### src/rtl/memory_grant_arbiter.sv
// ---------------------------------------------------------------------------
// memory_grant_arbiter
//
// Round-robin arbiter that shares the single main-memory port among N_REQ
// control units. A unit raises its request and holds it for a whole burst.
// The arbiter answers with a registered one-hot grant and keeps that grant
// until the owner drops its request. After every release it leaves one dead
// cycle so the old owner's memory enables can settle.
//
// Optional feature: define ARBITER_TIMEOUT_EN to enable the hold watchdog.
//   - The watchdog revokes a grant after TIMEOUT cycles.
//   - It raises the sticky o_Timeout flag.
//   - It masks the stuck requester until that requester deasserts.
//   Without the macro there is no counter and no mask, o_Timeout is tied
//   to 0, and grants are unbounded.
//
// Ports
//   i_Clock        in   1          clock, rising edge
//   i_Reset        in   1          asynchronous, active-low reset
//   i_Request      in   N_REQ      per-unit request level, held for a burst
//   o_Grant        out  N_REQ      registered one-hot grant
//   o_Grant_Valid  out  1          OR of o_Grant
//   o_Grant_Index  out  N_REQ_LOG  index of the current/last owner (mux select)
//   o_Timeout      out  1          sticky watchdog flag
// ---------------------------------------------------------------------------
module memory_grant_arbiter #(
    parameter int N_REQ       = 4,
    parameter int N_REQ_LOG   = 2,
    parameter int TIMEOUT     = 64,
    parameter int TIMEOUT_LOG = 7
) (
    input  logic                 i_Clock,
    input  logic                 i_Reset,
    input  logic [N_REQ-1:0]     i_Request,
    output logic [N_REQ-1:0]     o_Grant,
    output logic                 o_Grant_Valid,
    output logic [N_REQ_LOG-1:0] o_Grant_Index,
    output logic                 o_Timeout
);

    typedef enum logic [1:0] {
        S_IDLE,
        S_GRANT,
        S_RELEASE
    } state_t;

    state_t               state;
    state_t               state_next;
    logic [N_REQ_LOG-1:0] ptr;
    logic [N_REQ_LOG-1:0] ptr_next;
    logic [N_REQ-1:0]     grant_next;
    logic [N_REQ_LOG-1:0] index_next;
    logic [N_REQ-1:0]     mask;
    logic [N_REQ-1:0]     eligible;
    logic [N_REQ_LOG-1:0] winner;
    logic [N_REQ_LOG-1:0] cand;
    logic                 found;
    logic [N_REQ_LOG-1:0] owner_succ;
    logic                 owner_req;

`ifdef ARBITER_TIMEOUT_EN
    localparam logic [TIMEOUT_LOG-1:0] HOLD_LAST = TIMEOUT_LOG'(TIMEOUT - 1);

    logic [TIMEOUT_LOG-1:0] hold_count;
    logic [TIMEOUT_LOG-1:0] hold_count_next;
    logic [N_REQ-1:0]       mask_next;
    logic                   timeout_flag;
    logic                   timeout_next;
`else
    // The watchdog parameters have no effect in this build.
    logic unused_timeout_cfg;
    assign unused_timeout_cfg = ^(TIMEOUT_LOG'(TIMEOUT));
    assign mask = '0;
    assign o_Timeout = 1'b0;
`endif

    assign eligible      = i_Request & ~mask;
    assign o_Grant_Valid = |o_Grant;
    assign owner_req     = i_Request[o_Grant_Index];

    // Successor of the current owner.
    // Written as an explicit wrap so that N_REQ need not be a power of two.
    assign owner_succ = (o_Grant_Index == N_REQ_LOG'(N_REQ - 1)) ?
                        '0 : o_Grant_Index + 1'b1;

    // Round-robin pick: the first eligible request at or after ptr, modulo N_REQ.
    always_comb begin
        winner = ptr;
        found  = 1'b0;
        cand   = '0;
        for (int i = 0; i < N_REQ; i++) begin
            cand = N_REQ_LOG'((int'(ptr) + i) % N_REQ);
            if (!found && eligible[cand]) begin
                found  = 1'b1;
                winner = cand;
            end
        end
    end

    // Next-state and next-output logic.
    // A release always advances ptr past the owner. A re-raised request from
    // that owner therefore has the lowest priority on the next arbitration.
    always_comb begin
        state_next = state;
        ptr_next   = ptr;
        grant_next = o_Grant;
        index_next = o_Grant_Index;
`ifdef ARBITER_TIMEOUT_EN
        hold_count_next = hold_count;
        timeout_next    = timeout_flag;
        // A masked requester is forgiven once it deasserts.
        mask_next       = mask & i_Request;
`endif
        case (state)
            S_IDLE: begin
                if (found) begin
                    grant_next         = '0;
                    grant_next[winner] = 1'b1;
                    index_next         = winner;
                    state_next         = S_GRANT;
`ifdef ARBITER_TIMEOUT_EN
                    hold_count_next    = '0;
`endif
                end
            end
            S_GRANT: begin
                if (!owner_req) begin
                    grant_next = '0;
                    ptr_next   = owner_succ;
                    state_next = S_RELEASE;
                end
`ifdef ARBITER_TIMEOUT_EN
                else if (hold_count == HOLD_LAST) begin
                    grant_next               = '0;
                    ptr_next                 = owner_succ;
                    state_next               = S_RELEASE;
                    timeout_next             = 1'b1;
                    mask_next[o_Grant_Index] = 1'b1;
                end else begin
                    hold_count_next = hold_count + 1'b1;
                end
`endif
            end
            S_RELEASE: begin
                grant_next = '0;
                state_next = S_IDLE;
            end
            default: begin
                grant_next = '0;
                state_next = S_IDLE;
            end
        endcase
    end

    // State and output registers.
    // Reset clears the grant immediately, without waiting for a clock edge.
    always_ff @(posedge i_Clock or negedge i_Reset) begin
        if (!i_Reset) begin
            state         <= S_IDLE;
            ptr           <= '0;
            o_Grant       <= '0;
            o_Grant_Index <= '0;
        end else begin
            state         <= state_next;
            ptr           <= ptr_next;
            o_Grant       <= grant_next;
            o_Grant_Index <= index_next;
        end
    end

`ifdef ARBITER_TIMEOUT_EN
    // Watchdog registers: hold counter, stuck-requester mask, sticky flag.
    always_ff @(posedge i_Clock or negedge i_Reset) begin
        if (!i_Reset) begin
            hold_count   <= '0;
            mask         <= '0;
            timeout_flag <= 1'b0;
        end else begin
            hold_count   <= hold_count_next;
            mask         <= mask_next;
            timeout_flag <= timeout_next;
        end
    end

    assign o_Timeout = timeout_flag;
`endif

endmodule
### config.mk
export PLATFORM = sky130hd
export DESIGN_NAME = memory_grant_arbiter
export DESIGN_NICKNAME = d
export VERILOG_FILES = /design/src/rtl/memory_grant_arbiter.sv
export SDC_FILE = /design/constraint.sdc
export NUM_CORES = 1
export LEC_CHECK = 0
export ABC_AREA = 1
export CAP_MARGIN = 5
export CORE_MARGIN = 5
export CORE_UTILIZATION = 31
export CTS_CLUSTER_SIZE = 12
export DETAILED_ROUTE_END_ITERATION = 7
export GPL_TIMING_DRIVEN = 0
export SETUP_SLACK_MARGIN = 0.02
export SLEW_MARGIN = 20
export SYNTH_ARGS = -nofsm -noshare
export SYNTH_HDL_FRONTEND = slang
export SYNTH_SLANG_ARGS = --single-unit
### constraint.sdc
create_clock -name i_Clock -period 1.95 [get_ports i_Clock]
set_input_delay 0.39 -clock i_Clock [delete_from_list [all_inputs] [get_ports i_Clock]]
set_output_delay 0.39 -clock i_Clock [all_outputs]
set_load 0.02 [all_outputs]
==> results.cfg, run 1 <==
[placed_design]
dp_hpwl_mm = 1.47
placement.io_buffers = 12
instance_count_after_placement_with_tap_cells_included = 176
gp_congestion = 0.755

[flow_run]
max-cap-violations = 0

[critical_path]
cp_slowest_stage_delay_ns = 0.51
worst_r2r_startpoint = ptr[1]
worstSetupStartpoint = o_Grant[1]
worst_ep_required_time_ns = 1.56
critical_path_peak_fanout = 3
path_class = reg2out
start_kind = register
arrival_time_worst_endpoint_ns = 1.45
crit_path_cell_trace = or4_1 > clkdlybuf4s15_1
slowest_cell_on_the_critical_path = or4_1
cp-end-kind = output port
r2r_slack_ns = 0.25

[cts]
cts_tree = done
cts_setup_buffers = 0
cts-resized-gates = 1
cts-buffers-inserted = 3
htree_levels = 1
worstSkewPairLatency_ns = 0.26
clk_path_buf_depth = 2
clock_sink_count = 10
cts.clk_slew.worst_paths_ns = 0.06
cts_hold_repair.buffers = 0
cts-root-buf = clkbuf_4

[floorplanning]
num_rows = 19
initial_utilization = 0.316
core-area_mm2 = 0.00269
die_y_um = 62.3
ioPinCount = 14
horizontal_die_dimension_um = 62.3
floorplan.die_area_mm2 = 0.00388

[drt]
post-route-drc-count = 0
detail-route-antenna-nets = 0
detail_route.vias_per_cell = 4.67
wirelength_mm = 1.80
detailroute.via_count = 840
detailedRoute.firstIterationViolations = 34
drt_first_pass_iters = 4
routed_wire_length_per_instance_um = 10.0

[synth]
synth_edf_count = 0
ys_seq_area_frac = 0.295
yosysTopAreaCellShare = 0.295
yosysUniqueCellTypes = 23
post_synth_main_area_contributors = dfrtp_1 (29%), nand2_1 (27%), nand3_1 (8.8%)
netlist_instances = 133
dominant_combinational_cell_family_by_area_after_synthesis = simple AND/OR/NAND/NOR gates
synth_top_area_cell = dfrtp_1
synth_simple_gate_area_share = 0.518
asyncSetResetFlopFracSynth = 1.00
yosysWarningCount = 0
synth_seq_cells = 10
synth-adder-area-share = 0.0147
ys.flop_type = dfrtp_1
compound_cell_area_share_of_the_yosys_netlist = 0.0664
multiplexer_share_of_the_synthesized_area = 0
syn_nets = 140
synth_xor_xnor_area_share = 0
syn_area_per_cell_um2 = 6.38
mappedNetlistArea_um2 = 848

[worst_hold_path]
worst_hold_path_type = in2async

[timing]
clock_skew_ns = 0.00342
grt_setup_unrepaired = false
finalHoldViolations = 0
clock.fmax_ghz = 0.543
fin_hold_ws_ns = 0.442
min_period_ns = 1.84
maxSlewViolCount = 0
period_share = 0.945
setup_viol_count_final = 0

[grt]
largest_net_degree_at_the_start_of_global_routing = 11
wire_length_of_the_first_global_routing_pass_mm = 3.33
global_route.usage.total = 0.100
first_global_vias = 814
grt_overflow_total = 0
antenna_found_initial = 0

[final_layout]
antenna_cells = 0
num-nets-final = 157
fraction_of_layout_instances_using_a_drive_strength_above_1 = 0.154
layout_commonest_cell = nand2_1
final_util = 0.388
areaGrowthSynthToFinish_pct = 23.0
finish.cell_count_without_fillers = 180
most-common-layout-cells = nand2_1 (61), nand3_1 (15), inv_1 (12)

[power]
powerDensity_mw_per_mm2 = 1840
vdd.ir_drop.worst_uv = 1200
total_leakage_power_nw = 0.571

[run_status]
run_status = finished clean
## layout make-up
class	count	area, um2
plain buffers	4	33.8
fillers	304	1640
clock buffers	4	36.3
inverters	14	52.6
repair buffers	12	120
well taps	31	38.8
multi-input cells	105	512
flip-flops and latches	10	250
## through the flow
stage	instance area [um2]	TNS [ns]	power [mW]	setup WS, ns
after detailed placement	1010	-0.116	1.77	-0.0362
final	1040	0	1.92	0.107
after floorplan	848	0	1.42	0.464
after global placement	1010	-0.0772	1.75	-0.0244
after global routing	1040	0	2.15	0.0378
after CTS	1040	0	1.94	0.0676
## registers in the layout (all words and copies together) (netlist names)
signal and cells:
state 2, o_Grant 4, ptr 2, o_Grant_Index 2
## Yosys cell counts (2+ instances only)
master   number
inv_2         2
dfrtp_1      10
buf_4         3
nand3_1      15
inv_1        12
a21oi_1       3
nand2_1      61
o21ai_0       4
nand3_2       2
nand2_2       7
nor2_1        2
## layer usage
metal  vias to the layer above  GRT usage  wire [um]
met1                       369      0.126        841
met5                         -          0          0
met4                         0     0.0398         26
li1                        451          -          -
met2                        16      0.172        886
met3                         4     0.0126         50
## logic make-up after synthesis
family / after synthesis
AND/OR/NAND/NOR: 93
adder cells (fa/ha/maj): 1
flip-flops: 10
AO/OA/AOI/OAI: 10
other: 1
buffers and inverters: 18
## critical path, delay by kind of cell, from the launching register on
| family | cells | cell delay, ns |
|---|---|---|
| flip-flops | 1 | 0.39 |
| buffers and inverters | 1 | 0.30 |
| AND/OR/NAND/NOR | 1 | 0.51 |
## final timing paths
check                                      to  depth (start not counted)
worst max-delay path            o_Grant_Valid                          2
worst min-delay path               o_Grant[2]                          1
worst max register to register     o_Grant[2]                         14
worst min register to register     o_Grant[1]                          2
max in group asynchronous              ptr[1]                          1
min in group i_Clock               o_Grant[1]                          2
## report_power, final
part           total, mW  internal [mW]  switching, mW
sequential         0.379          0.299         0.0799
combinational       1.36          0.503          0.859
clock              0.179          0.113         0.0662
total               1.92          0.915           1.00
Power figures use the tool's default switching activity.
==> run 2, diff against run 1 <==
--- a/config.mk
+++ b/config.mk
@@ -12,8 +12,9 @@
 export CTS_CLUSTER_SIZE = 12
 export DETAILED_ROUTE_END_ITERATION = 7
 export GPL_TIMING_DRIVEN = 0
+export MAX_ROUTING_LAYER = met4
+export PLACE_DENSITY_LB_ADDON = 0.3
 export SETUP_SLACK_MARGIN = 0.02
-export SLEW_MARGIN = 20
 export SYNTH_ARGS = -nofsm -noshare
 export SYNTH_HDL_FRONTEND = slang
 export SYNTH_SLANG_ARGS = --single-unit
==> results.cfg, run 2 (synthesis gave the netlist of run 1 again) <==
[run_status]
run_status = finished clean

[final_layout]
largest_register = o_Grant
num-nets-final = 157
filler_cell_count = 289
final_util = 0.390
antenna_cells = 0
areaGrowthSynthToFinish_pct = 23.5
fraction_of_layout_instances_using_a_drive_strength_above_1 = 0.161
largest_reg_flops = 4
most-common-layout-cells = nand2_1 (61), nand3_1 (15), inv_1 (12)
layout_commonest_cell = nand2_1
finish.cell_count_without_fillers = 180

[critical_path]
path_class = reg2out
crit_path_capture = o_Grant_Valid
crit-reg2reg-capture = o_Grant[2]
cp_slowest_stage_delay_ns = 0.51
slowest_cell_on_the_critical_path = or4_1
r2r_slack_ns = 0.23
critical_path_peak_fanout = 3
worst_r2r_startpoint = ptr[1]
cp-end-kind = output port
arrival_time_worst_endpoint_ns = 1.47
crit_path_cell_trace = or4_1 > clkdlybuf4s15_1
worstSetupStartpoint = o_Grant[1]
worstRegToRegCells = 14
start_kind = register
worst_ep_required_time_ns = 1.56

[timing]
period_share = 0.952
setup_viol_count_final = 0
clock_skew_ns = 0.000320
min_period_ns = 1.86
finalHoldViolations = 0
grt_setup_unrepaired = false
maxSlewViolCount = 0
clock.fmax_ghz = 0.539

[cts]
clk_path_buf_depth = 2
cts_setup_buffers = 0
cts_tree = done
worstSkewPairLatency_ns = 0.26
clock_sink_count = 10
cts.clk_slew.worst_paths_ns = 0.07
cts-buffers-inserted = 3
cts-root-buf = clkbuf_4
htree_levels = 1
cts_hold_repair.buffers = 0

[grt]
largest_net_degree_at_the_start_of_global_routing = 11
grt_overflow_total = 0
global_route.usage.total = 0.110
wire_length_of_the_first_global_routing_pass_mm = 3.53
antenna_found_initial = 0
first_global_vias = 842

[floorplanning]
initial_utilization = 0.316
num_rows = 19
core-area_mm2 = 0.00269
horizontal_die_dimension_um = 62.3
ioPinCount = 14
die_y_um = 62.3
floorplan.die_area_mm2 = 0.00388

[drt]
detail-route-antenna-nets = 0
detail_route.vias_per_cell = 4.73
detailedRoute.firstIterationViolations = 13
post-route-drc-count = 0
drt_first_pass_iters = 4
wirelength_mm = 1.90
routed_wire_length_per_instance_um = 10.6
detailroute.via_count = 851

[placed_design]
gp_congestion = 0.774
dp_hpwl_mm = 1.56
placement.io_buffers = 12
instance_count_after_placement_with_tap_cells_included = 176

[flow_run]
max-cap-violations = 0

[power]
powerDensity_mw_per_mm2 = 1860
vdd.ir_drop.worst_uv = 813
total_leakage_power_nw = 0.571

[worst_hold_path]
worst_hold_path_type = in2async
==> run 2: changes by cell type in the layout (fill, tap and decap cells not counted) <==
cell,delta
a21oi_1,-1
a21oi_2,+1
==> run 2: routing by layer <==
metal / part of all wire / global-route usage / vias up
met5: 0 / - / -
met4: 0.018 / 0.0398 / 0
met3: 0.033 / 0.0162 / 4
met2: 0.50 / 0.189 / 15
met1: 0.45 / 0.128 / 385
li1: - / - / 447
==> run 2: timing repair <==
action / in CTS / in global routing
endpoints found under the setup margin: 1 / 2
pin swaps: 0 / 0
resized for setup: 1 / 2
==> run 2: power breakdown <==
| part | total [mW] | switching, mW | internal [mW] |
|---|---|---|---|
| clock | 0.188 | 0.0744 | 0.113 |
| combinational | 1.38 | 0.876 | 0.506 |
| sequential | 0.378 | 0.0790 | 0.299 |
==> run 2: worst min path at each step <==
| stage | startpoint | to | slack (ns) |
|---|---|---|---|
| final | i_Reset | o_Grant[2] | 0.44 |
| after global routing | i_Reset | ptr[1] | 0.47 |
| after CTS | i_Reset | o_Grant[2] | 0.45 |
| after detailed placement | o_Grant[2] | o_Grant[2] | 0.49 |
| after global placement | o_Grant[1] | o_Grant[1] | 0.49 |
| after floorplan | i_Reset | o_Grant[0] | 0.09 |
==> run 2: layout make-up <==
class	instances	area, um2	share of cell area
Tap cell	31	38.8	0.0370
Clock buffer	4	36.3	0.0346
Sequential cell	10	250	0.239
Inverter	14	52.6	0.0502
Buffer	4	33.8	0.0323
Multi-Input combinational cell	105	515	0.492
Timing Repair Buffer	12	120	0.115
==> run 2: worst max-delay path: cells and delay by family, from the launching register on <==
family	cells	cell delay [ns]
simple gates	1	0.51
flops	1	0.40
buf+inv	1	0.30
==> run 2: per-stage QoR <==
stage	hold slack, ns	TNS (ns)	setup WS, ns	total power [mW]	area, um2
finish	0.440	0	0.0939	1.95	1050
global route	0.469	0	0.0344	2.17	1050
CTS	0.450	0	0.0600	1.96	1040
detailed placement	0.492	-0.105	-0.0280	1.78	1010
global placement	0.486	0	0.00261	1.75	1010
floorplan	0.0944	0	0.464	1.42	848
==> run 3, diff against run 2 <==
--- a/config.mk
+++ b/config.mk
@@ -6,7 +6,6 @@
 export NUM_CORES = 1
 export LEC_CHECK = 0
 export ABC_AREA = 1
-export CAP_MARGIN = 5
 export CORE_MARGIN = 5
 export CORE_UTILIZATION = 31
 export CTS_CLUSTER_SIZE = 12
==> results of run 3 <==
Same layout as run 2: the final DEF is identical, and so are final timing and power.
